--- config.mk ---
export PLATFORM = sky130hd
export DESIGN_NAME = traffic_phase_timer
export DESIGN_NICKNAME = d
export VERILOG_FILES = /design/src/rtl/traffic_phase_timer.sv
export SDC_FILE = /design/constraint.sdc
export NUM_CORES = 1
export LEC_CHECK = 0
export CORE_MARGIN = 2
export CORE_UTILIZATION = 25
export DETAILED_ROUTE_END_ITERATION = 10
export SYNTH_ARGS = -nofsm -noshare
export SYNTH_HDL_FRONTEND = slang
export SYNTH_SLANG_ARGS = --single-unit
--- constraint.sdc ---
create_clock -name clk -period 1.8 [get_ports clk]
set_input_delay 0.18 -clock clk [delete_from_list [all_inputs] [get_ports clk]]
set_output_delay 0.18 -clock clk [all_outputs]
set_load 0.03 [all_outputs]
--- src/rtl/traffic_phase_timer.sv ---
// Dwell timer and pedestrian latch that paces the traffic light sequencer from its own light feedback.
// Define TRAFFIC_PED_HOLD_EN to hold green after its minimum time until a pedestrian request arrives.
module traffic_phase_timer #(
  parameter int CNT_W       = 8,
  parameter int RED_TICKS   = 20,
  parameter int RA_TICKS    = 4,
  parameter int GREEN_TICKS = 20,
  parameter int AMBER_TICKS = 6
) (
  input  logic clk,
  input  logic rst,
  input  logic red,
  input  logic amber,
  input  logic green,
  input  logic ped_req,
  output logic step,
  output logic fault,
  output logic ped_pending,
  output logic ped_ack,
  output logic walk
);

  localparam logic [2:0] LT_RED   = 3'b100;
  localparam logic [2:0] LT_RA    = 3'b110;
  localparam logic [2:0] LT_GREEN = 3'b001;
  localparam logic [2:0] LT_AMBER = 3'b010;

  localparam logic [CNT_W-1:0] RED_LAST   = CNT_W'(RED_TICKS - 1);
  localparam logic [CNT_W-1:0] RA_LAST    = CNT_W'(RA_TICKS - 1);
  localparam logic [CNT_W-1:0] GREEN_LAST = CNT_W'(GREEN_TICKS - 1);
  localparam logic [CNT_W-1:0] AMBER_LAST = CNT_W'(AMBER_TICKS - 1);
  localparam logic [CNT_W-1:0] DWELL_MAX  = {CNT_W{1'b1}};

  logic [2:0]       lights;
  logic [CNT_W-1:0] dwell;
  logic [CNT_W-1:0] last;
  logic             legal;
  logic             is_red;
  logic             is_amber;
  logic             phase_done;

  assign lights = {red, amber, green};

  always_comb begin
    legal    = 1'b1;
    is_red   = 1'b0;
    is_amber = 1'b0;
    last     = RED_LAST;
    case (lights)
      LT_RED:   begin last = RED_LAST; is_red = 1'b1; end
      LT_RA:    last = RA_LAST;
      LT_GREEN: last = GREEN_LAST;
      LT_AMBER: begin last = AMBER_LAST; is_amber = 1'b1; end
      default:  legal = 1'b0;
    endcase
  end

  // A held green only releases once its minimum time is up and someone is waiting.
`ifdef TRAFFIC_PED_HOLD_EN
  always_comb begin
    if (lights == LT_GREEN)
      phase_done = (dwell >= GREEN_LAST) && (ped_pending || ped_req);
    else
      phase_done = (dwell == last);
  end
`else
  assign phase_done = (dwell == last);
`endif

  assign step  = !rst && (!legal || phase_done);
  assign fault = !rst && !legal;

  always_ff @(posedge clk) begin
    if (rst)
      dwell <= '0;
    else if (step)
      dwell <= '0;
`ifdef TRAFFIC_PED_HOLD_EN
    else if (lights == LT_GREEN && dwell >= GREEN_LAST)
      dwell <= GREEN_LAST;
`endif
    else if (dwell != DWELL_MAX)
      dwell <= dwell + 1'b1;
  end

  // Serving a request on the amber->red step overrides a request latched in the same cycle.
  always_ff @(posedge clk) begin
    if (rst) begin
      ped_pending <= 1'b0;
      ped_ack     <= 1'b0;
      walk        <= 1'b0;
    end else begin
      ped_ack <= 1'b0;
      if (ped_req && !walk)
        ped_pending <= 1'b1;
      if (!legal) begin
        walk <= 1'b0;
      end else if (step && is_amber && (ped_pending || ped_req)) begin
        walk        <= 1'b1;
        ped_pending <= 1'b0;
        ped_ack     <= 1'b1;
      end else if (step && is_red) begin
        walk <= 1'b0;
      end
    end
  end

endmodule

==> flow_metrics.tcl <==
set metrics [dict create \
    ir_drop_v 0.000358 \
    critPathTopFamily "flip-flops" \
    layout_common_cells "dfxtp_1 (9), buf_4 (9), nor2_1 (8), clkdlybuf4s50_1 (5)" \
    routedWlPerCell_um 10.9 \
    vias 549 \
    cts.reportedPaths.clkPinSlew_ps 70 \
    hold_viol_final 0 \
    synth-seq-cells 11 \
    syn_avg_cell_area_um2 8.96 \
    grt_antenna_before_repair 0 \
    internal_power_uw 372 \
    status "complete, no violations" \
    dr.pass1.iters 4 \
    netlist_instances 67 \
    clockPowerShare_pct 33.7 \
    crit_start "dwell[1]" \
    p_switching_uw 132 \
    grt_overflow 0 \
    htreeDepth 1 \
    synth_top_family_by_area "simple AND/OR/NAND/NOR gates" \
    io_buffers 10 \
    critPathCapture "step" \
    crit_fanout 6 \
    fin_total_pwr_uw 504 \
    wl_met3_um 65 \
    gp_congestion 0.736 \
    clock_latency_ps 270 \
    synthMuxAreaShare_pct 3.33 \
    totalWireLength_um 1240 \
    worstMarginPinSlew_ps 301 \
    seq_area_um2 228 \
    cts_buffers 3 \
    hpwl_um 890 \
    syn_nets 74 \
    seq_area_frac_synth_pct 36.7 \
    fp.coreArea_um2 2230 \
    hold_path.class "input pin to flop" \
    drc 0 \
    cp.depth 5 \
    synth_simple_gate_area_share_pct 28.5 \
    multiInputGateArea_um2 379 \
    combPwrFrac_pct 16.3 \
    fin_setup_tns_ps 0 \
    ff2ff_path_depth 5 \
    fmax_mhz 584 \
    required_ps 1620 \
    grt_usage_pct 10.1 \
    grt_pass1_vias 503 \
    cp_cell_sequence "or2b_1 -> mux2i_2 -> nand3_2 -> a21oi_2 -> buf_4" \
    cts_tree "done" \
    rows 17 \
    grt_pass1_wl_um 2060 \
    post-route-min-period_ps 1710 \
    cp-start-kind "flop" \
    clock_skew_ps 4.04 \
    syn_area_um2 601 \
    initial_core_util_pct 26.9 \
    die_y_um 53.0 \
    synth_cell_types 32 \
    drt-initial-drc-count 2 \
    drive_above_1_share_pct 30.2 \
    p_per_area_nw_per_um2 612 \
    die-area_um2 2810 \
    synth-xor-area-share_pct 5.83 \
    cts_buffer_depth 2 \
    worstPathArrival_ps 1530 \
    maxCapViolCount 0 \
    die_width_um 53.0 \
    clkSinkCount 11 \
    num_io_pins 11 \
    post-route-util_pct 36.9 \
    wl_met2_um 581 \
    synth.top_cell.area_share_pct 36.7 \
    cts-root-buf "clkbuf_4" \
    syn2layout_area_growth_pct 37.1 \
    detail-route-antenna-nets 0 \
    crit_buf_inv 1 \
    place_area_um2 759 \
    yosys-top-cells-area "dfxtp_1 (37%), nor2_1 (5.0%), xnor2_1 (4.4%)" \
    grt_max_degree 9 \
    r2r_slack_ps 230 \
    maxSlewHeadroom_pct 79.8 \
    leakage_nw 0.298 \
    ctsHoldBuffers 0 \
    slowest_stage "dfxtp_4" \
    synthAdderAreaFrac_pct 2.08 \
    r2r_start "dwell[0]" \
    yosys.area.top_type "dfxtp_1" \
    diodes 0 \
    slew_viol_final 0 \
    swShare_pct 26.1 \
    seq_power_share_pct 50.0 \
    r2r-end "dwell[4]" \
    max_stage_delay_ps 370 \
    met1_length_um 586 \
    synth_compound_area_share_pct 19.0 \
    worst_slack_ps 87.4 \
    via_per_inst 4.82 \
    end_kind "output port" \
    synth_warnings 0 \
    period_share_pct 95.1 \
    fin_area_um2 823 \
    nets 94 \
    worstSetupPathType "flop to output port" \
    pre_cts_ws_ps -176 \
    setup_violations 0 \
    fillers 236 \
    top_layer_used "met4" \
]
[worst min path at each step]
stage	endpoint	start	slack, ps	depth (start not counted)
finish	walk	amber	450	4
floorplan	ped_pending	red	320	1
global placement	dwell[2]	dwell[2]	530	2
CTS	walk	amber	440	4
detailed placement	dwell[6]	dwell[7]	550	2
global route	ped_pending	red	450	3
[registers in the layout, indices dropped and copies added, names as in the netlist]
| signal | flops |
|---|---|
| walk | 1 |
| dwell | 8 |
| ped_pending | 1 |
| ped_ack | 1 |
[cell type report]
| class | count | area share (%) |
|---|---|---|
| sequential | 11 | 27.7 |
| multi-input combinational | 51 | 46.0 |
| timing repair buffer | 17 | 17.5 |
| inverter | 3 | 1.37 |
| clock buffer | 4 | 3.19 |
| tap | 28 | 4.26 |
[repair_timing]
| item | 4_1_cts | 5_1_grt |
|---|---|---|
| hold endpoints to repair | 0 | 0 |
| resized for setup | 7 | 5 |
| setup buffers | 1 | 0 |
| pin swaps | 2 | 0 |
| cloned | 0 | 0 |
| setup endpoints to repair | 1 | 1 |
[stage by stage]
stage          instances  hold WS [ps]
2_1_floorplan         67           323
3_3_place_gp         109           535
3_5_place_dp         109           553
4_1_cts              114           444
5_1_grt              114           451
6_report             114           448
[routing by layer]
layer  global-route usage, %  up-vias
li1                        -      282
met1                    11.5      251
met2                    16.0       14
met3                    4.24        2
met4                    5.13        0
met5                       0        -
[kinds of logic (layout without fill, tap and decap cells)]
family                     count (synthesis)  count (layout)
and+or+nand+nor                           29              29
DFF                                       11              11
muxes                                      2               2
adders and majority gates                  1               1
buffers and inverters                      5              24
AOI/OAI and AO/OA                         15              15
xor gates and xnor gates                   4               4
[synth_stat cells]
library cell and count:
a311oi_2 1, nand3_1 3, and2_1 1, nor3_2 1, nand2_1 1, nor3b_2 1, and4_1 1, nor3b_1 1
or3_1 1, mux2i_1 2, dfxtp_1 11, nor3_1 3, inv_1 3, o31a_2 1, a31o_2 1, xor2_1 1
o2bb2ai_1 1, nor2_1 8, a31oi_1 2, or2b_2 1, a311o_2 1, o21ai_0 1, nand4_1 1, xnor2_1 3
clkbuf_2 1, and3_1 3, or2b_1 2, a21oi_1 4, and2_2 1, a211oi_1 3, ha_1 1, buf_6 1
[worst register-to-register path: stages, from the launching register on]
cell,delay [ps]
dfxtp_1,410
ha_1,220
and3_1,300
nand3_1,150
and2_1,180
a211oi_1,220
[power by group through the flow]
stage / Sequential [mW] / Combinational [mW] / Clock (mW)
5_1_grt: 0.253 / 0.0891 / 0.192
3_5_place_dp: 0.259 / 0.0790 / 0
3_3_place_gp: 0.259 / 0.0776 / 0
2_1_floorplan: 0.261 / 0.0394 / 0
4_1_cts: 0.254 / 0.0818 / 0.178
6_report: 0.252 / 0.0823 / 0.170
Power figures use the tool's default switching activity.
